==> config.mk <==
export PLATFORM = sky130hd
export DESIGN_NAME = fetch_unit
export DESIGN_NICKNAME = d
export VERILOG_FILES = /design/src/rtl/fetch_unit.sv
export SDC_FILE = /design/constraint.sdc
export NUM_CORES = 1
export LEC_CHECK = 0
export BUFFER_PORTS_ARGS = -buffer_cell sky130_fd_sc_hd__clkbuf_2
export CORE_ASPECT_RATIO = 0.75
export CORE_MARGIN = 8
export CORE_UTILIZATION = 46
export CTS_BUF_LIST = sky130_fd_sc_hd__clkbuf_2
export DETAILED_ROUTE_END_ITERATION = 16
export PLACE_DENSITY = 0.84
export SYNTH_ARGS = -nofsm -noshare
export SYNTH_HDL_FRONTEND = slang
export SYNTH_SLANG_ARGS = --single-unit
==> constraint.sdc <==
create_clock -name clk_i -period 2.2 [get_ports clk_i]
set_input_delay 0.11 -clock clk_i [delete_from_list [all_inputs] [get_ports clk_i]]
set_output_delay 0.11 -clock clk_i [all_outputs]
set_load 0.05 [all_outputs]
==> src/rtl/fetch_unit.sv <==
// -----------------------------------------------------------------------------
// fetch_unit -- instruction fetch stage
//
// Owns the program counter and drives the synchronous read port of the
// instruction memory (1-cycle read latency). Each returned word is paired with
// the PC it was fetched from and presented to decode as {valid, pc, instr}.
// Decode back-pressure (stall_i) freezes the stage. A redirect from EX
// (redirect_i) is issued to memory in the same cycle, which discards the
// wrong-path fetch and produces a single bubble.
//
// Optional feature macro: FETCH_MISALIGN_CHK_EN
//   When defined, redirect targets are word-aligned before being issued. The
//   presented PC keeps the original unaligned target and if_misalign_o flags it.
//   When undefined, targets are issued unmodified and if_misalign_o does not exist.
//
// Ports
//   clk_i          in   clock, all state updates on posedge
//   rst_i          in   synchronous reset, active-high
//   stall_i        in   decode cannot accept if_* this cycle
//   redirect_i     in   taken branch/jump; flush and refetch
//   redirect_pc_i  in   redirect target (byte address)
//   imem_rden_o    out  read enable to instruction memory
//   imem_addr_o    out  byte address to instruction memory
//   imem_data_i    in   word returned one cycle after rden (held while rden=0)
//   if_valid_o     out  if_pc_o/if_instr_o hold a live instruction
//   if_pc_o        out  PC of the presented instruction
//   if_instr_o     out  presented instruction (NOP_INSTR when not valid)
//   if_misalign_o  out  presented PC was not 4-byte aligned (feature build only)
// -----------------------------------------------------------------------------
module fetch_unit #(
  parameter logic [31:0] RESET_PC  = 32'h0000_0000,
  parameter logic [31:0] NOP_INSTR = 32'h0000_0013
) (
  input  logic        clk_i,
  input  logic        rst_i,
  input  logic        stall_i,
  input  logic        redirect_i,
  input  logic [31:0] redirect_pc_i,
  output logic        imem_rden_o,
  output logic [31:0] imem_addr_o,
  input  logic [31:0] imem_data_i,
  output logic        if_valid_o,
  output logic [31:0] if_pc_o,
  output logic [31:0] if_instr_o
`ifdef FETCH_MISALIGN_CHK_EN
  ,
  output logic        if_misalign_o
`endif
);

  typedef enum logic {
    S_IDLE = 1'b0,
    S_RUN  = 1'b1
  } state_t;

  state_t      state_q, state_next;
  logic [31:0] pc_q, pc_next;
  logic        rsp_valid_q, rsp_valid_next;
  logic [31:0] rsp_pc_q, rsp_pc_next;

  // Address actually sent to memory for a redirect target.
  logic [31:0] redirect_addr;
`ifdef FETCH_MISALIGN_CHK_EN
  logic        rsp_mis_q, rsp_mis_next;
  assign redirect_addr = {redirect_pc_i[31:2], 2'b00};
`else
  assign redirect_addr = redirect_pc_i;
`endif

  always_ff @(posedge clk_i) begin
    if (rst_i) begin
      state_q     <= S_IDLE;
      pc_q        <= RESET_PC;
      rsp_valid_q <= 1'b0;
      rsp_pc_q    <= RESET_PC;
`ifdef FETCH_MISALIGN_CHK_EN
      rsp_mis_q   <= 1'b0;
`endif
    end else begin
      state_q     <= state_next;
      pc_q        <= pc_next;
      rsp_valid_q <= rsp_valid_next;
      rsp_pc_q    <= rsp_pc_next;
`ifdef FETCH_MISALIGN_CHK_EN
      rsp_mis_q   <= rsp_mis_next;
`endif
    end
  end

  always_comb begin
    state_next     = state_q;
    pc_next        = pc_q;
    rsp_valid_next = rsp_valid_q;
    rsp_pc_next    = rsp_pc_q;
`ifdef FETCH_MISALIGN_CHK_EN
    rsp_mis_next   = rsp_mis_q;
`endif
    imem_rden_o    = 1'b0;
    imem_addr_o    = pc_q;

    unique case (state_q)
      // First cycle out of reset: nothing is presented yet, so there is no
      // stall or redirect to honour; simply issue the reset PC.
      S_IDLE: begin
        imem_rden_o    = 1'b1;
        imem_addr_o    = pc_q;
        pc_next        = pc_q + 32'd4;
        rsp_valid_next = 1'b1;
        rsp_pc_next    = pc_q;
        state_next     = S_RUN;
      end
      S_RUN: begin
        if (redirect_i) begin
          // Redirect beats stall: the presented instruction is dropped, so
          // decode not accepting it is irrelevant.
          imem_rden_o    = 1'b1;
          imem_addr_o    = redirect_addr;
          pc_next        = redirect_addr + 32'd4;
          rsp_valid_next = 1'b1;
          rsp_pc_next    = redirect_pc_i;
`ifdef FETCH_MISALIGN_CHK_EN
          rsp_mis_next   = |redirect_pc_i[1:0];
`endif
        end else if (stall_i) begin
          // No read: memory keeps its output, so the presented word is stable.
          imem_rden_o = 1'b0;
        end else begin
          imem_rden_o    = 1'b1;
          imem_addr_o    = pc_q;
          pc_next        = pc_q + 32'd4;
          rsp_valid_next = 1'b1;
          rsp_pc_next    = pc_q;
`ifdef FETCH_MISALIGN_CHK_EN
          rsp_mis_next   = 1'b0;
`endif
        end
      end
      default: state_next = S_IDLE;
    endcase

    // A read issued during reset would be discarded anyway.
    if (rst_i) begin
      imem_rden_o = 1'b0;
    end
  end

  // Outputs are forced to their idle values while reset is held so that a
  // mid-stream reset hides the in-flight instruction immediately.
  assign if_valid_o = rsp_valid_q & ~rst_i;
  assign if_pc_o    = rst_i ? RESET_PC : rsp_pc_q;
  assign if_instr_o = (rsp_valid_q && !rst_i) ? imem_data_i : NOP_INSTR;
`ifdef FETCH_MISALIGN_CHK_EN
  assign if_misalign_o = rsp_valid_q & rsp_mis_q & ~rst_i;
`endif

endmodule
# Yosys cells after proc, flatten, opt, wreduce, memory -nomap -nowiden
# Cells that the tools add are included.
# word_totals
output_inout_bits	98
ff_bits	66
# classes
n_reduce_logical	2
addsub	2
eq_ne	1
mux	18
bitwise	3
# op_table
op	n
$mux 32	7
$pmux 32 s2	3
$add 32x3->32 const B	2
$mux 1	6
$pmux 1 s2	2
$ne 3x3->1 const B	1
$not 1->1	2
$and 1x1->1	1
$logic_and 1x1->1	1
$logic_not 1->1	1

# Longest topological paths before layout
# depth
depth_word	4
depth_mapped	8

# Least setup slack after synthesis
# Ideal clock, no wire load.
# synth_path
path_type	reg2reg
from	reg state_q
to	reg rsp_pc_q[15]
path_buffers	2
synth_period_minus_slack_ns	2.309
setup_time_ns	0.071
arrival_ns	2.238
setup_slack_ns	-0.109
path_stages_with_launch	7
t_required_ns	2.129
path_cell_list	dfxtp_1 -> and2_1 -> buf_2 -> buf_1 -> o21ai_0 -> nand2_1 -> a21oi_1
# synth_via
elab_chain_len	2
word_cells_on_any_way	3
classes_between	eq/ne: 1; mux: 1; bitwise: 1
# synth_lines
element	line	source
from (decl)	56	state_t state_q, state_next;
from (signal assigned)	80	state_q <= state_next;
$not 1->1	-	
$pmux 32 s2	101	unique case (state_q)
to (signal assigned)	83	rsp_pc_q <= rsp_pc_next;
to (decl)	59	logic [31:0] rsp_pc_q, rsp_pc_next;
# Several ways; a longest one is shown, not always the timed one.
# A chain may end at the register's enable or synchronous reset.

# Final worst setup path
# layout_path
from	reg state_q
to	out imem_addr_o[15]
# layout_via
elab_chain_len	2
# layout_lines
element	line	source
$not 1->1	-	
$pmux 32 s2 *	101	
to (decl)	40	output logic [31:0] imem_addr_o,
# Mark *: on every way between the ends. The rest lies on a longest branch, timed or not.

==> run_results.csv <==
group,metric,value,unit
status,status,"complete, no violations",
logic_synthesis,synth_fp_nets,706,
logic_synthesis,syn_inst,636,
flow_run,max-cap-violations,0,
power,power_leakage,2.73,nW
clock_network,cts_tree,"yes",
sta,fmax,483,MHz
floorplan,die_y,100,um
power,clkPwrFrac,18.3,%
layout,fin_area,0.00616,mm^2
floorplan,fp.dieW,128,um
clock_network,cts_buffers,9,
logic_synthesis,yosysUniqueCellTypes,49,
layout,fin_cells,947,
sta,worst_pin_slew,0.627,ns
logic_synthesis,yosys_warnings,0,
critical_path,path_max_fanout,39,
logic_synthesis,avgSynthCellArea,6.86,um^2
sta,layout_setup_ws,0.131,ns
layout,post-route-util,67.5,%
placement,dp.cells,900,
logic_synthesis,synth_top_cell_by_area,"dfxtp_1",
power,ir_drop,0.000336,V
power,combPwrFrac,37.5,%
layout,nets,884,
critical_path,start_kind,"flip-flop",
critical_path,rrSetupSlack,0.20,ns
logic_synthesis,syn-cell-area,0.00436,mm^2
logic_synthesis,synthTopCellsByArea,"dfxtp_1 30%, nand2_1 14%, a21oi_1 6.4%",
clock_network,cts_buffer_depth,2,
critical_path,end_kind,"output port",
floorplan,die-area,0.0129,mm^2
detailed_routing,first_pass_iters,7,
critical_path,r2r_cells,7,
floorplan,initial_core_util,47.8,%
sta,slew_headroom,58.2,%
clock_network,clock-root-buffer,"clkbuf_2",
sta,hold_viol_final,0,
clock_network,cts_htree_levels,3,
floorplan,ioPinCount,166,
critical_path,worstReg2RegStart,"pc_q[3]$_SDFFE_PP0P_",
critical_path,r2r_end,"pc_q[16]$_SDFFE_PP0P_",
logic_synthesis,synth_edf_count,0,
logic_synthesis,synth_top_area_share,30.3,%
power,p_switching,1.22,mW
min_path,whs_path_depth,5,
detailed_routing,vias,5214,
global_routing,grt_pass1_wl,25.1,mm
layout,area_delta_synth_final,41.3,%
power,power.total,3.01,mW
sta,post-route-min-period,2.07,ns
clock_network,clk_latency,0.52,ns
detailed_routing,drt_iter0_drc,499,
logic_synthesis,synth-main-ff-cell,"dfxtp_1",
sta,slew_viol_final,0,
clock_network,clkTransAtPathRegs,0.19,ns
sta,finalSetupViolations,0,
min_path,whs_endpoint,"rsp_pc_q[4]$_SDFFE_PP0P_",
logic_synthesis,synth_seq_area_share,30.3,%
power,p_int,1.79,mW
logic_synthesis,synth-seq-cells,66,
detailed_routing,wl,15.5,mm
placement,dpl.hpwl,11.3,mm
detailed_routing,viasPerCell,5.51,
floorplan,rows,30,
clock_network,clock_sinks,66,
power,p_seq_share,44.2,%
logic_synthesis,synth.most_common_cell,"nand2_1",
detailed_routing,drtAntennaViolNets,0,
power,p_sw_share,40.6,%
placement,port-buffer-count,165,
detailed_routing,remaining_drc_errors,0,
floorplan,coreArea,0.00912,mm^2
global_routing,antenna_found_initial,2,
placement,dp_slack,0.0953,ns
placement,place_congestion,0.888,
detailed_routing,drt-wirelength-per-cell,16.3,um
sta,min_period_over_period,94.0,%
logic_synthesis,async_reset_ff_share,0,%
critical_path,crit_required,2.09,ns
critical_path,cp.arrival,1.96,ns
global_routing,grt-ovfl-total,0,
sta,fin_worst_skew,0.0328,ns
critical_path,path_class,"flip-flop to output port",
min_path,hold_class,"primary input to flip-flop",
power,p_per_area,489,mW/mm^2
layout,drive_gt1_share,25.3,%
placement,place_area,0.00575,mm^2
global_routing,grt_max_degree,60,
global_routing,grt_usage,23.9,%
sta,rsz0062_at_grt,"false",
global_routing,grt_pass1_vias,4939,
logic_synthesis,yosys-top-cells-count,"167 x nand2_1, 66 x dfxtp_1, 56 x a21oi_1, 36 x and2_1",
min_path,timing.hold.worst.start,"redirect_pc_i[4]",
power groups by stage:
stage	Sequential, mW	Clock (mW)	Combinational, mW
after floorplan	1.33	0	0.694
final	1.33	0.552	1.13
after global placement	1.35	0	1.06
after detailed placement	1.35	0	1.07
after global routing	1.34	0.619	1.20
after CTS	1.33	0.570	1.12
how the worst max path moves through the flow:
| stage | from | endpoint | slack [ns] | cells past startpoint |
|---|---|---|---|---|
| 2_1_floorplan | state_q$_DFF_P_ | rsp_pc_q[15]$_SDFFE_PP0P_ | -0.11 | 6 |
| 3_3_place_gp | pc_q[2]$_SDFFE_PP0P_ | pc_q[28]$_SDFFE_PP0P_ | 0.20 | 7 |
| 3_5_place_dp | pc_q[2]$_SDFFE_PP0P_ | pc_q[28]$_SDFFE_PP0P_ | 0.1 | 7 |
| 4_1_cts | state_q$_DFF_P_ | imem_addr_o[0] | 0.005 | 5 |
| 5_1_grt | state_q$_DFF_P_ | imem_addr_o[15] | 0.003 | 4 |
| 6_report | state_q$_DFF_P_ | imem_addr_o[15] | 0.13 | 4 |
per-layer routing:
| layer | share of wire [%] | GRT usage, % | wire [um] | up-vias |
|---|---|---|---|---|
| met5 | 0 | 0 | 0 | - |
| met4 | 2.3 | 8.20 | 356 | 0 |
| met3 | 8.3 | 6.25 | 1290 | 28 |
| met2 | 47 | 39.3 | 7340 | 234 |
| met1 | 42 | 29.6 | 6490 | 2405 |
| li1 | - | - | - | 2547 |
through the flow:
stage          hold slack [ns]  TNS [ns]
2_1_floorplan            0.204    -0.326
3_3_place_gp             0.401         0
3_5_place_dp             0.413         0
4_1_cts                0.00532         0
5_1_grt                 0.0273         0
6_report                0.0258         0
placed cells by master (no fill, tap or decap), drive strengths merged, types with 4 or more instances in the layout:
| cell type | instances |
|---|---|
| a21oi | 56 |
| dlygate4sd3 | 29 |
| mux2i | 5 |
| nand3 | 24 |
| buf | 50 |
| nor3 | 9 |
| clkinv | 4 |
| a211oi | 9 |
| and3 | 11 |
| nor2 | 26 |
| nor4 | 9 |
| nand2 | 167 |
| a311oi | 4 |
| o21ai | 31 |
| a21o | 4 |
| nand4 | 14 |
| nor2b | 33 |
| inv | 8 |
| dfxtp | 66 |
| and4 | 10 |
| and2 | 37 |
| xor2 | 9 |
| o22ai | 4 |
| xnor2 | 17 |
| clkbuf | 142 |
| nand2b | 6 |
final cells by class:
| cell class | count | area (um^2) |
|---|---|---|
| Timing Repair Buffer | 212 | 1720 |
| Clock buffer | 9 | 45.0 |
| Multi-Input combinational cell | 517 | 2850 |
| Tap cell | 128 | 160 |
| Inverter | 8 | 30.0 |
| Clock inverter | 5 | 23.8 |
| Antenna cell | 2 | 5.00 |
| Sequential cell | 66 | 1320 |
| Fill cell | 781 | 2960 |
repair_timing:
item	in CTS	in global routing
gates cloned	1	0
gates resized for setup	1	11
hold buffers	29	0
endpoints found under the setup margin	19	26
endpoints found under the hold margin	44	0
buffers inserted	0	1
pin swaps	1	0
sequential cells by signal, indices dropped and copies added, names as in the netlist:
name and count:
pc_q 32, rsp_pc_q 32, rsp_valid_q 1, state_q 1
kinds of logic after synthesis:
kind of cell	after synthesis	synth area share (%)
flops	66	30.3
simple gates	354	40.0
compound gates	129	17.7
mux	5	1.15
buf+inv	54	5.05
fa+ha+maj	2	0.574
xor+xnor	26	5.22
worst max-delay path, stage by stage (launching register included):
cell	delay [ns]
dfxtp_2	0.39
and2_4	0.19
buf_12	0.17
o21ai_0	0.34
clkbuf_4	0.33
Note: power is estimated with default switching activity, not from simulation.
